**src/rtl/multicycle_control.sv**
```systemverilog
// multicycle_control
//   Multi-cycle MIPS main control. Steps each instruction through
//   FETCH -> DECODE -> EXEC [-> MEM] [-> WB] so that one ALU and one unified
//   memory are shared across cycles. It drives the datapath muxes, PC,
//   register file and memory strobes, and counts retired instructions.
//
//   Optional build macro: MULTICYCLE_ILLEGAL_TRAP_EN
//     defined   - an unknown opcode in EXEC locks the FSM in TRAP until reset
//     undefined - an unknown opcode executes as a NOP and retires
//
// Parameters
//   ALUOP_W  width of alu_op (>= 3, bits above [2:0] are driven 0)
//   CNT_W    width of instr_count
//
// Ports
//   clk            system clock, rising edge
//   reset          synchronous active-high reset
//   opcode[5:0]    IR[31:26], sampled only in DECODE
//   mem_ready      memory completes the current access this cycle
//   pc_write       unconditional PC load
//   pc_write_cond  PC load qualified by the branch compare
//   pc_op[1:0]     PC source: 00 ALU, 01 beq, 10 jump, 11 bne
//   i_or_d         memory address: 0 PC, 1 ALU out
//   mem_read       memory read strobe
//   mem_write      memory write strobe
//   ir_write       IR load
//   mem_to_reg     write-back data: 1 MDR, 0 ALU out
//   reg_dst[1:0]   write register: 00 rt, 01 rd, 10 $31
//   reg_write      register-file write enable
//   alu_src_a      ALU A: 0 PC, 1 rs
//   alu_src_b[1:0] ALU B: 00 rt, 01 4, 10 sext imm, 11 imm<<2
//   alu_op         ALU operation class
//   is_jal         selects PC+4 as write data
//   state[2:0]     current state (debug)
//   instr_count    retired-instruction count, wraps silently
module multicycle_control #(
   parameter int ALUOP_W = 3,
   parameter int CNT_W   = 32
) (
   input  logic               clk,
   input  logic               reset,
   input  logic [5:0]         opcode,
   input  logic               mem_ready,
   output logic               pc_write,
   output logic               pc_write_cond,
   output logic [1:0]         pc_op,
   output logic               i_or_d,
   output logic               mem_read,
   output logic               mem_write,
   output logic               ir_write,
   output logic               mem_to_reg,
   output logic [1:0]         reg_dst,
   output logic               reg_write,
   output logic               alu_src_a,
   output logic [1:0]         alu_src_b,
   output logic [ALUOP_W-1:0] alu_op,
   output logic               is_jal,
   output logic [2:0]         state,
   output logic [CNT_W-1:0]   instr_count
);

   typedef enum logic [2:0] {
      S_FETCH  = 3'd0,
      S_DECODE = 3'd1,
      S_EXEC   = 3'd2,
      S_MEM    = 3'd3,
      S_WB     = 3'd4,
      S_TRAP   = 3'd7
   } state_t;

   localparam logic [5:0] OP_RTYPE = 6'b000000;
   localparam logic [5:0] OP_J     = 6'b000010;
   localparam logic [5:0] OP_JAL   = 6'b000011;
   localparam logic [5:0] OP_BEQ   = 6'b000100;
   localparam logic [5:0] OP_BNE   = 6'b000101;
   localparam logic [5:0] OP_ADDI  = 6'b001000;
   localparam logic [5:0] OP_SLTI  = 6'b001010;
   localparam logic [5:0] OP_ANDI  = 6'b001100;
   localparam logic [5:0] OP_ORI   = 6'b001101;
   localparam logic [5:0] OP_XORI  = 6'b001110;
   localparam logic [5:0] OP_LUI   = 6'b001111;
   localparam logic [5:0] OP_LW    = 6'b100011;
   localparam logic [5:0] OP_SW    = 6'b101011;

   state_t           state_q, state_d;
   logic [5:0]       op_q;
   logic [CNT_W-1:0] count_q;
   logic             retire;
   logic [2:0]       alu_cls;

   assign state       = state_q;
   assign instr_count = count_q;
   assign alu_op      = ALUOP_W'(alu_cls);

   always_ff @(posedge clk) begin
      if (reset) begin
         state_q <= S_FETCH;
         op_q    <= 6'd0;
         count_q <= '0;
      end else begin
         state_q <= state_d;
         if (state_q == S_DECODE) op_q <= opcode;
         if (retire) count_q <= count_q + CNT_W'(1);
      end
   end

   always_comb begin
      state_d       = state_q;
      retire        = 1'b0;
      pc_write      = 1'b0;
      pc_write_cond = 1'b0;
      pc_op         = 2'b00;
      i_or_d        = 1'b0;
      mem_read      = 1'b0;
      mem_write     = 1'b0;
      ir_write      = 1'b0;
      mem_to_reg    = 1'b0;
      reg_dst       = 2'b00;
      reg_write     = 1'b0;
      alu_src_a     = 1'b0;
      alu_src_b     = 2'b00;
      alu_cls       = 3'b000;
      is_jal        = 1'b0;
      case (state_q)
         S_FETCH: begin
            // ALU computes PC+4 while memory returns the instruction
            mem_read  = 1'b1;
            alu_src_b = 2'b01;
            if (mem_ready) begin
               ir_write = 1'b1;
               pc_write = 1'b1;
               state_d  = S_DECODE;
            end
         end
         S_DECODE: begin
            // speculative branch target PC + (imm<<2)
            alu_src_b = 2'b11;
            state_d   = S_EXEC;
         end
         S_EXEC: begin
            case (op_q)
               OP_RTYPE: begin
                  alu_src_a = 1'b1;
                  alu_cls   = 3'b010;
                  state_d   = S_WB;
               end
               OP_ADDI, OP_SLTI, OP_ANDI, OP_ORI, OP_XORI, OP_LUI: begin
                  alu_src_a = 1'b1;
                  alu_src_b = 2'b10;
                  case (op_q)
                     OP_SLTI: alu_cls = 3'b011;
                     OP_ANDI: alu_cls = 3'b100;
                     OP_ORI:  alu_cls = 3'b101;
                     OP_XORI: alu_cls = 3'b110;
                     OP_LUI:  alu_cls = 3'b111;
                     default: alu_cls = 3'b000;
                  endcase
                  state_d = S_WB;
               end
               OP_LW, OP_SW: begin
                  alu_src_a = 1'b1;
                  alu_src_b = 2'b10;
                  state_d   = S_MEM;
               end
               OP_BEQ, OP_BNE: begin
                  alu_src_a     = 1'b1;
                  alu_cls       = 3'b001;
                  pc_write_cond = 1'b1;
                  pc_op         = (op_q == OP_BNE) ? 2'b11 : 2'b01;
                  state_d       = S_FETCH;
                  retire        = 1'b1;
               end
               OP_J, OP_JAL: begin
                  pc_write = 1'b1;
                  pc_op    = 2'b10;
                  if (op_q == OP_JAL) begin
                     reg_write = 1'b1;
                     reg_dst   = 2'b10;
                     is_jal    = 1'b1;
                  end
                  state_d = S_FETCH;
                  retire  = 1'b1;
               end
               default: begin
`ifdef MULTICYCLE_ILLEGAL_TRAP_EN
                  state_d = S_TRAP;
`else
                  // unknown opcode behaves as a NOP and still retires
                  state_d = S_FETCH;
                  retire  = 1'b1;
`endif
               end
            endcase
         end
         S_MEM: begin
            // strobes stay asserted through the wait; reset drops the access
            i_or_d    = 1'b1;
            mem_read  = (op_q == OP_LW);
            mem_write = (op_q == OP_SW);
            if (mem_ready) begin
               if (op_q == OP_LW) begin
                  state_d = S_WB;
               end else begin
                  state_d = S_FETCH;
                  retire  = 1'b1;
               end
            end
         end
         S_WB: begin
            reg_write = 1'b1;
            if (op_q == OP_RTYPE) reg_dst = 2'b01;
            if (op_q == OP_LW) mem_to_reg = 1'b1;
            state_d = S_FETCH;
            retire  = 1'b1;
         end
         S_TRAP: begin
            state_d = S_TRAP;
         end
         default: begin
            state_d = S_FETCH;
         end
      endcase
   end

endmodule

```
**config.mk**
```make
export PLATFORM = sky130hd
export DESIGN_NAME = multicycle_control
export DESIGN_NICKNAME = d
export VERILOG_FILES = /design/src/rtl/multicycle_control.sv
export SDC_FILE = /design/constraint.sdc
export NUM_CORES = 1
export LEC_CHECK = 0
export BUFFER_PORTS_ARGS = -buffer_cell sky130_fd_sc_hd__buf_2
export CAP_MARGIN = 20
export CORE_UTILIZATION = 39
export DETAILED_ROUTE_END_ITERATION = 8
export PLACE_DENSITY = 0.67
export SLEW_MARGIN = 30
export SYNTH_ARGS = -nofsm -noshare
export SYNTH_HDL_FRONTEND = slang
export SYNTH_SLANG_ARGS = --single-unit
```
**constraint.sdc**
```tcl
create_clock -name clk -period 2.8 [get_ports clk]
set_input_delay 0.28 -clock clk [delete_from_list [all_inputs] [get_ports clk]]
set_output_delay 0.28 -clock clk [all_outputs]
set_load 0.02 [all_outputs]
```
Word-level counts from Yosys, hierarchy flattened

Index checks and enable logic that the tools add are counted.

Register bits: 41
Latch bits: 0
Memory bits (writable): 0
ROM bits: 0
Bits of input ports: 9
Output and inout bits: 54
Logic and storage cells: 72
Memories kept: 0

Add/subtract/negate cells: 1
$mul: 0
Divide/modulo/power cells: 0
$lt $le $gt $ge: 0
Eq/ne operators: 19
Shift-type cells: 0
Mux-type cells: 38
Bitwise logic cells: 0
Reduce and logical (&&, ||, !) cells: 11

Operators by type and width:

| operator              | number |
|---|---|
| $eq 6x4->1 const B    | 6 |
| $add 32x1->32 const B | 1 |
| $pmux 3 s5            | 2 |
| $mux 1                | 18 |
| $eq 6x2->1 const B    | 2 |
| $eq 6x3->1 const B    | 2 |
| $eq 6x6->1 const B    | 2 |
| $mux 3                | 4 |
| $reduce_or 11->1      | 1 |
| $mux 2                | 5 |
| $pmux 3 s3            | 1 |
| $reduce_or 9->1       | 1 |
| $pmux 2 s2            | 2 |
| $reduce_or 8->1       | 1 |
| $reduce_or 7->1       | 1 |
| $eq 3x2->1 const B    | 2 |
| $eq 3x3->1 const B    | 2 |
| $logic_not 6->1       | 1 |
| $pmux 1 s2            | 3 |
| $pmux 2 s3            | 1 |
| $pmux 3 s2            | 1 |
| $reduce_or 2->1       | 3 |
| $reduce_or 6->1       | 1 |
| $ne 2x2->1 const B    | 2 |
| 4 further kinds       | 4 |

Longest topological paths before layout

Gate-level depths: netlist of run 1.

Depth after elaboration: 4
Gate-level depth with buffers: 7
Mapped depth without buffers: 6

Least setup slack after synthesis of run 1

Ideal clock, no wire load.

Path kind: flip-flop to output port
Start point: register state_q[1], in the netlist state[1]
End point: output alu_src_a
Arrival time: 2334 ps
Required time: 2520 ps
Slack: 186 ps
Stages on the path, launching flop included: 6
Buffers on the path: 1
Cells stage by stage: dfxtp_1 or3b_4 or4_1 clkbuf_1 nor3b_1 o21bai_1

Longest elaborated chain between the ends: 2

RTL lines:

| what                   | RTL line | source |
|---|---|---|
| start, declared        | 85       | `state_t state_q, state_d;` |
| start signal, assigned | 101      | `state_q <= state_d;` |
| $eq 3x2->1             | 124      | `case (state_q)` |
| $mux 1                 | 124      |  |
| end, declared          | 54       | `output logic alu_src_a,` |

No other way between the ends.

Worst setup path in the final report of run 1

Start point: register state_q[2], in the netlist state[2]
End point: output alu_src_a

The elaborated chain is that of the path after synthesis.

==> results of run 1 <==
-- placed cells by master, fill, tap and decap left out, types with 2 or more instances in the layout --
| master | count |
|---|---|
| a21oi_1 | 39 |
| nand3_1 | 17 |
| inv_1 | 6 |
| nand2_1 | 38 |
| buf_2 | 62 |
| and4_1 | 2 |
| buf_4 | 6 |
| mux2i_1 | 2 |
| mux2_2 | 2 |
| dfxtp_1 | 41 |
| nand2b_1 | 3 |
| nand4_1 | 9 |
| nor3b_1 | 4 |
| nor2_1 | 21 |
| nand3b_1 | 3 |
| or4_1 | 14 |
| a21o_1 | 2 |
| clkbuf_8 | 5 |
| or3_1 | 14 |
| o31ai_1 | 12 |
| nor4_1 | 4 |
| o21ai_0 | 16 |
| nor3_1 | 4 |
| a31oi_1 | 2 |
| a221oi_1 | 2 |
| and2_1 | 3 |
| o21bai_1 | 3 |
| nor2b_1 | 2 |
| a32oi_1 | 2 |
| bufinv_16 | 2 |
| and3_1 | 7 |
-- layer usage --
| metal | up-vias | part of all wire | GRT usage |
|---|---|---|---|
| li1 | 1259 | - | - |
| met1 | 1129 | 0.46 | 0.249 |
| met2 | 63 | 0.47 | 0.313 |
| met3 | 4 | 0.056 | 0.0402 |
| met4 | 0 | 0.0087 | 0.0527 |
| met5 | - | 0 | 0 |
-- per-stage QoR --
| step | setup WS, ns | hold WS [ns] | utilization |
|---|---|---|---|
| after floorplan | 0.186 | 0.370 | - |
| after global placement | 0.417 | 0.493 | 0.480 |
| after detailed placement | 0.369 | 0.497 | 0.480 |
| after CTS | 0.200 | 0.217 | 0.504 |
| after global routing | 0.0548 | 0.226 | 0.504 |
| final | 0.187 | 0.221 | 0.504 |
-- layout make-up --
cell class | instances | area [um2] | share of cell area
Inverter | 6 | 22.5 | 0.00796
Clock buffer | 5 | 68.8 | 0.0243
Sequential cell | 41 | 821 | 0.290
Clock inverter | 3 | 65.1 | 0.0230
Multi-Input combinational cell | 241 | 1390 | 0.490
Timing Repair Buffer | 69 | 375 | 0.133
Tap cell | 72 | 90.1 | 0.0319
-- cell families after synthesis --
family / after synthesis
AND/OR/NAND/NOR: 150
AO/OA/AOI/OAI: 84
flip-flops: 41
buffers and inverters: 25
multiplexers: 4
XOR/XNOR: 2
adder cells (fa/ha/maj): 1
-- critical path, cell delays in order (launching register included) --
cell      delay (ns)
dfxtp_1         0.43
or3b_4          0.47
or4_1           0.52
nor3b_1         0.28
o21bai_1        0.15
buf_2           0.18
-- registers in the layout (all words and copies together), names as in the netlist --
register     flops
instr_count     32
op_q             6
state            3
-- worst max-delay path by stage --
stage	startpoint	end	slack, ns
after floorplan	state[1]$_SDFFE_PP0P_	alu_src_a	0.19
after global placement	state[2]$_SDFFE_PP0P_	instr_count[5]$_SDFFE_PP0P_	0.42
after detailed placement	state[2]$_SDFFE_PP0P_	instr_count[5]$_SDFFE_PP0P_	0.37
after CTS	state[2]$_SDFFE_PP0P_	alu_src_a	0.20
after global routing	state[2]$_SDFFE_PP0P_	alu_src_a	0.05
final	state[2]$_SDFFE_PP0P_	alu_src_a	0.19
-- power groups by stage --
| stage | sequential [uW] | clock (uW) | combinational (uW) |
|---|---|---|---|
| after floorplan | 614 | 0 | 85.4 |
| after global placement | 618 | 0 | 115 |
| after detailed placement | 618 | 0 | 116 |
| after CTS | 604 | 571 | 116 |
| after global routing | 607 | 599 | 129 |
| final | 604 | 566 | 116 |
-- synth_stat cells (3+ instances only) --
master    number
a21oi_1       39
and2_1         3
and3_1         7
buf_2          3
clkbuf_1      14
dfxtp_1       41
inv_1          6
nand2_1       38
nand2b_1       3
nand3_1       17
nand3b_1       3
nand4_1        9
nor2_1        21
nor3_1         4
nor3b_1        4
nor4_1         4
o21ai_0       16
o21bai_1       3
o31ai_1       12
or3_1         14
or4_1         14
==> results.sh, run 1 <==
export IMPL_ys_top_cells_by_area="dfxtp_1, a21oi_1, nand2_1"
export IMPL_combPwrFrac=0.090
export IMPL_whs_path_depth=3
export IMPL_p_sw_uw=299
export IMPL_diodes=0
export IMPL_stdcell_count=437
export IMPL_nets=374
export IMPL_ir_worst_vdd_uv=332
export IMPL_track_usage=0.190
export IMPL_grt_setup_unrepaired="no"
export IMPL_ioPinCount=63
export IMPL_synth_top_area_share=0.355
export IMPL_hold_path_endpoint="op_q[0]$_SDFFE_PP0P_"
export IMPL_ant_nets=0
export IMPL_cp_required_ns=2.52
export IMPL_dieArea_um2=6250
export IMPL_antenna_found_initial=0
export IMPL_n_fill_cell=600
export IMPL_hpwl_um=4170
export IMPL_switching_share=0.232
export IMPL_yosysWarnings=0
export IMPL_critPathKind="reg2out"
export IMPL_postCtsSetupBuffers=0
export IMPL_die_width_um=79.0
export IMPL_crit_fanout=14
export IMPL_synth_cell_types=45
export IMPL_initial_core_util=0.413
export IMPL_vias=2455
export IMPL_fin_crit_sh=0.933
export IMPL_hold_viol_final=0
export IMPL_clock_path_buffers=2
export IMPL_slew_headroom=0.476
export IMPL_reg2reg_depth=6
export IMPL_place_area_um2=2690
export IMPL_grt_max_degree=43
export IMPL_die_y_um=79.0
export IMPL_power_density_nw_per_um2=455
export IMPL_r2r_start="state[2]$_SDFFE_PP0P_"
export IMPL_yosysSeqAreaShare=0.355
export IMPL_synth_compound_area_frac=0.218
export IMPL_fp_row_count=27
export IMPL_drv_cap=0
export IMPL_cts_hold_fix_buffers=0
export IMPL_grt_pass1_wl_um=9570
export IMPL_ys_ff_latch=41
export IMPL_p_int_uw=987
export IMPL_dp_cells=429
export IMPL_crit_path_end_kind="primary output"
export IMPL_setup_tns_ns=0
export IMPL_io_buffers=62
export IMPL_place_congestion=0.799
export IMPL_overflow=0
export IMPL_clock_sinks=41
export IMPL_root_buffer="clkbuf_8"
export IMPL_vias_per_cell=5.62
export IMPL_rr_endpoint="instr_count[5]$_SDFFE_PP0P_"
export IMPL_synth_async_reset_ratio=0
export IMPL_clk_latency_ns=0.29
export IMPL_synth_top_area_cell="dfxtp_1"
export IMPL_cts_clk_slew_worst_paths_ns=0.08
export IMPL_synth_xor_area_frac=0.00757
export IMPL_synth_ff_type="dfxtp_1"
export IMPL_synth_simple_area_share=0.349
export IMPL_cts_tree="done"
export IMPL_slew_viol_final=0
export IMPL_syn_to_final_growth_pct=22.2
export IMPL_mappedNetlistArea_um2=2310
export IMPL_start_kind="register"
export IMPL_synthAdderAreaFrac=0.00541
export IMPL_htreeDepth=2
export IMPL_worstHoldPathType="in2reg"
export IMPL_routed_wl_um=5750
export IMPL_power_uw=1290
export IMPL_setup_violations=0
export IMPL_netlist_instances=307
export IMPL_rrSetupSlack_ns=0.34
export IMPL_hp_start="opcode[0]"
export IMPL_worst_slew_pin_slew_ns=0.786
export IMPL_pwr_share_clk=0.440
export IMPL_synth_edf_count=0
export IMPL_finalCriticalPeriod_ns=2.61
export IMPL_drive_above_1_share=0.227
export IMPL_p_seq_frac=0.470
export IMPL_wl_per_cell_um=13.2
export IMPL_syn_area_per_cell_um2=7.54
export IMPL_synth_top_family_by_area="simple AND/OR/NAND/NOR gates"
export IMPL_syn_nets=317
export IMPL_p_leak_uw=0.00106
export IMPL_skew_ns=0.00810
export IMPL_status="completed"
export IMPL_cts_resized=0
export IMPL_cp_arrival_ns=2.33
export IMPL_max_freq_mhz=383
export IMPL_drtIter0Drc=170
export IMPL_dr_pass1_iters=5
export IMPL_drc=0
export IMPL_fin_area_um2=2830
export IMPL_grt_pass1_vias=2108
export IMPL_numCtsBuffers=5
export IMPL_core_area_um2=5610
export IMPL_synthMuxAreaShare=0.0184
No activity file was read; power rests on OpenSTA's default activity.
==> run 2, diff against run 1 <==
--- a/config.mk
+++ b/config.mk
@@ -7,9 +7,10 @@
 export LEC_CHECK = 0
 export BUFFER_PORTS_ARGS = -buffer_cell sky130_fd_sc_hd__buf_2
 export CAP_MARGIN = 20
-export CORE_UTILIZATION = 39
+export CORE_UTILIZATION = 50
 export DETAILED_ROUTE_END_ITERATION = 8
-export PLACE_DENSITY = 0.67
+export PLACE_DENSITY = 0.82
+export REMOVE_ABC_BUFFERS = 1
 export SLEW_MARGIN = 30
 export SYNTH_ARGS = -nofsm -noshare
 export SYNTH_HDL_FRONTEND = slang
==> results.sh, run 2 (synthesized netlist as in run 1, its figures left out) <==
export IMPL_status="completed"
export IMPL_cp_required_ns=2.52
export IMPL_io_buffers=62
export IMPL_fin_crit_sh=0.938
export IMPL_die_y_um=70.0
export IMPL_overflow=0
export IMPL_dr_pass1_iters=4
export IMPL_clk_latency_ns=0.29
export IMPL_finalCriticalPeriod_ns=2.63
export IMPL_cts_resized=0
export IMPL_core_area_um2=4410
export IMPL_place_area_um2=2630
export IMPL_skew_ns=0.00418
export IMPL_nets=371
export IMPL_p_seq_frac=0.533
export IMPL_worstHoldPathType="in2reg"
export IMPL_crit_fanout=16
export IMPL_ioPinCount=63
export IMPL_root_buffer="clkbuf_8"
export IMPL_p_int_uw=852
export IMPL_power_density_nw_per_um2=416
export IMPL_max_freq_mhz=381
export IMPL_seqCellArea_um2=821
export IMPL_final_cell_mix="buf_2, dfxtp_1, a21oi_1"
export IMPL_cp_slowest_cell="or4_1"
export IMPL_drc=0
export IMPL_pwr_share_clk=0.370
export IMPL_combPwrFrac=0.096
export IMPL_cp_arrival_ns=2.35
export IMPL_cts_hold_fix_buffers=0
export IMPL_vias_per_cell=6.03
export IMPL_grt_pass1_wl_um=9580
export IMPL_diodes=0
export IMPL_slew_headroom=0.479
export IMPL_cts_tree="done"
export IMPL_vias=2495
export IMPL_die_width_um=70.0
export IMPL_p_leak_uw=0.00102
export IMPL_largest_reg_flops=32
export IMPL_numCtsBuffers=5
export IMPL_drive_above_1_share=0.221
export IMPL_initial_core_util=0.524
export IMPL_track_usage=0.240
export IMPL_routed_wl_um=5630
export IMPL_ant_nets=0
export IMPL_fin_area_um2=2740
export IMPL_drv_cap=0
export IMPL_wl_per_cell_um=13.6
export IMPL_setup_tns_ns=0
export IMPL_slew_viol_final=0
export IMPL_drtIter0Drc=127
export IMPL_antenna_found_initial=0
export IMPL_switching_share=0.251
export IMPL_syn_to_final_growth_pct=18.2
export IMPL_path_cells="or3b_4, or4_1, nor3b_1, o21bai_1, buf_2"
export IMPL_crit_path_end_kind="primary output"
export IMPL_dieArea_um2=4910
export IMPL_fp_row_count=24
export IMPL_grt_setup_unrepaired="no"
export IMPL_hold_viol_final=0
export IMPL_cts_clk_slew_worst_paths_ns=0.07
export IMPL_setup_violations=0
export IMPL_postCtsSetupBuffers=0
export IMPL_clock_sinks=41
export IMPL_cp_slowest_stage_delay_ns=0.52
export IMPL_p_sw_uw=285
export IMPL_start_kind="register"
export IMPL_htreeDepth=2
export IMPL_multi_input_area_um2=1390
export IMPL_final_common_cell="buf_2"
export IMPL_clock_path_buffers=2
export IMPL_place_congestion=0.863
export IMPL_grt_max_degree=44
export IMPL_worst_slew_pin_slew_ns=0.781
export IMPL_n_fill_cell=427
export IMPL_grt_pass1_vias=2150
export IMPL_ir_worst_vdd_uv=249
export IMPL_critPathKind="reg2out"
export IMPL_hpwl_um=3940
export IMPL_critPathBufInv=1
export IMPL_cpLargestDelayFamily="simple AND/OR/NAND/NOR gates"
[run 2: cell count changes in the layout (fill, tap and decap cells not counted), sizes merged]
| cell | change |
|---|---|
| buf | -3 |
| bufinv | -2 |
| clkbuf | +2 |
[run 2: worst paths after layout]
check                               start                            to  cells after the start  slack (ns)
max                 state[0]$_SDFFE_PP0P_                     alu_src_a                      5        0.17
min                             opcode[1]          op_q[1]$_SDFFE_PP0P_                      3        0.22
max reg2reg         state[0]$_SDFFE_PP0P_   instr_count[8]$_SDFFE_PP0P_                      6        0.36
min reg2reg  instr_count[27]$_SDFFE_PP0P_  instr_count[27]$_SDFFE_PP0P_                      2        0.50
[run 2: power by group through the flow]
stage	registers, uW	logic [uW]	clock network [uW]
floorplan	621	65.0	0
global placement	619	108	0
detailed placement	620	109	0
CTS	606	110	432
global route	609	122	454
finish	606	109	421
[run 2: worst min-delay path, stage by stage]
cell and delay, ns:
buf_2 0.09, nand2_1 0.04, a21oi_1 0.05
[run 2: area by class of cell]
| type | count | share of cell area |
|---|---|---|
| multi-input combinational | 241 | 0.506 |
| sequential | 41 | 0.300 |
| timing repair buffer | 66 | 0.124 |
| clock buffer | 7 | 0.0352 |
| tap | 52 | 0.0238 |
| inverter | 6 | 0.00823 |
| clock inverter | 1 | 0.00183 |
[run 2: stage by stage]
stage / setup slack, ns / utilization / total power (uW) / hold slack (ns) / std cells
floorplan: 0.0514 / - / 686 / 0.349 / 288
global placement: 0.433 / 0.597 / 727 / 0.479 / 406
detailed placement: 0.365 / 0.597 / 729 / 0.483 / 406
CTS: 0.178 / 0.620 / 1150 / 0.211 / 414
global route: 0.0200 / 0.620 / 1190 / 0.239 / 414
finish: 0.175 / 0.620 / 1140 / 0.220 / 414
[run 2: layer usage]
metal / part of all wire / vias up / track usage
met4: 0.014 / 0 / 0.0956
met1: 0.48 / 1174 / 0.320
li1: - / 1250 / -
met3: 0.041 / 5 / 0.0418
met2: 0.46 / 66 / 0.384
met5: 0 / - / 0
==> run 3, diff against run 2 <==
==> constraint.sdc (replaced) <==
create_clock -name clk -period 2.8 [get_ports clk]
set_input_delay 0.28 -clock clk [delete_from_list [all_inputs] [get_ports clk]]
set_output_delay 0.28 -clock clk [all_outputs]
set_load 0.1 [all_outputs]
==> results.sh, run 3 (synthesized netlist as in run 1, its figures left out) <==
export IMPL_drtIter0Drc=203
export IMPL_place_congestion=0.858
export IMPL_cp_slowest_stage_delay_ns=0.52
export IMPL_place_ws_ns=0.328
export IMPL_start_kind="register"
export IMPL_ant_nets=0
export IMPL_slew_viol_final=0
export IMPL_grt_pass1_vias=2140
export IMPL_grt_setup_unrepaired="no"
export IMPL_ir_worst_vdd_uv=258
export IMPL_critPathKind="reg2out"
export IMPL_worstHoldPathType="in2reg"
export IMPL_diodes=0
export IMPL_wl_per_cell_um=13.8
export IMPL_initial_core_util=0.524
export IMPL_grt_max_degree=43
export IMPL_vias_per_cell=6.08
export IMPL_multi_input_area_um2=1390
export IMPL_slew_headroom=0.485
export IMPL_hpwl_um=4010
export IMPL_routed_wl_um=5710
export IMPL_cp_slowest_cell="or4_1"
export IMPL_fp_row_count=24
export IMPL_track_usage=0.233
export IMPL_worst_slew_pin_slew_ns=0.773
export IMPL_skew_ns=0.00775
export IMPL_cts_tree="done"
export IMPL_dr_pass1_iters=4
export IMPL_numCtsBuffers=5
export IMPL_cp_required_ns=2.52
export IMPL_clock_sinks=41
export IMPL_seqCellArea_um2=822
export IMPL_cts_clk_slew_worst_paths_ns=0.08
export IMPL_final_common_cell="buf_2"
export IMPL_status="completed"
export IMPL_r2r_start="state[2]$_SDFFE_PP0P_"
export IMPL_hold_viol_final=0
export IMPL_crit_fanout=14
export IMPL_cts_hold_fix_buffers=0
export IMPL_drv_cap=0
export IMPL_overflow=0
export IMPL_core_area_um2=4410
export IMPL_antenna_found_initial=0
export IMPL_hp_start="opcode[3]"
export IMPL_die_width_um=70.0
export IMPL_largest_reg_flops=32
export IMPL_crit_start="state[2]$_SDFFE_PP0P_"
export IMPL_clk_latency_ns=0.29
export IMPL_p_leak_uw=0.00102
export IMPL_cp_arrival_ns=2.42
export IMPL_grt_pass1_wl_um=9430
export IMPL_n_fill_cell=410
export IMPL_path_cells="or3b_4, or4_1, nor3b_1, o21bai_1, buf_12"
export IMPL_vias=2517
export IMPL_die_y_um=70.0
export IMPL_htreeDepth=2
export IMPL_finalCriticalPeriod_ns=2.70
export IMPL_drc=0
export IMPL_nets=371
export IMPL_io_buffers=62
export IMPL_worst_slack_ns=0.0959
export IMPL_power_density_nw_per_um2=424
export IMPL_max_freq_mhz=370
export IMPL_clock_path_buffers=2
export IMPL_root_buffer="clkbuf_8"
export IMPL_drive_above_1_share=0.221
export IMPL_fin_util=0.622
export IMPL_dieArea_um2=4910
export IMPL_crit_path_end_kind="primary output"
export IMPL_ioPinCount=63
export IMPL_setup_violations=0
export IMPL_final_cell_mix="buf_2, dfxtp_1, a21oi_1"
export IMPL_syn_to_final_growth_pct=18.7
export IMPL_fin_crit_sh=0.966
-- run 3: changes by cell type in the layout (fill, tap and decap cells not counted), sizes merged --
| cell | previous run | this run |
|---|---|---|
| clkinv | 1 | 2 |
| buf | 66 | 65 |
-- run 3: final cells by class --
class | count | area share
Clock buffer | 6 | 0.0264
Timing Repair Buffer | 66 | 0.135
Sequential cell | 41 | 0.299
Clock inverter | 2 | 0.00364
Multi-Input combinational cell | 241 | 0.504
Inverter | 6 | 0.00820
Tap cell | 52 | 0.0237
-- run 3: path summary, 6_finish.rpt --
check | to | slack (ns) | cells past startpoint
setup reg to reg | instr_count[5]$_SDFFE_PP0P_ | 0.31 | 6
hold / removal | op_q[3]$_SDFFE_PP0P_ | 0.21 | 3
setup / recovery | alu_src_a | 0.1 | 5
hold reg to reg | instr_count[27]$_SDFFE_PP0P_ | 0.51 | 2
-- run 3: repair_timing --
item                                    CTS  global route
buffers inserted                          0             0
gates resized for setup                   0             2
endpoints found under the setup margin    0             3
-- run 3: metrics by stage --
step	std cells	power (uW)	setup TNS, ns	hold WS (ns)	area [um2]
CTS	414	1180	0	0.206	2740
finish	414	1170	0	0.215	2750
global placement	406	805	0	0.484	2660
global route	414	1220	0	0.214	2750
detailed placement	406	807	0	0.498	2660
floorplan	288	759	-44.50	0.349	2230
-- run 3: worst max-delay path: cells and delay by family, from the launching register on --
family,cells,cell delay (ns)
buffers and inverters,1,0.22
flip-flops,1,0.43
AO/OA/AOI/OAI,1,0.21
AND/OR/NAND/NOR,3,1.27
-- run 3: layer usage --
layer	track usage	part of all wire	routed length, um
met3	0.0505	0.045	256
met1	0.307	0.47	2700
met2	0.381	0.47	2690
met5	0	0	0
met4	0.0689	0.011	64
-- run 3: where the power goes --
part	internal, uW	switching [uW]	total (uW)
combinational	43.0	146	189
sequential	590	16.3	606
clock	173	198	371
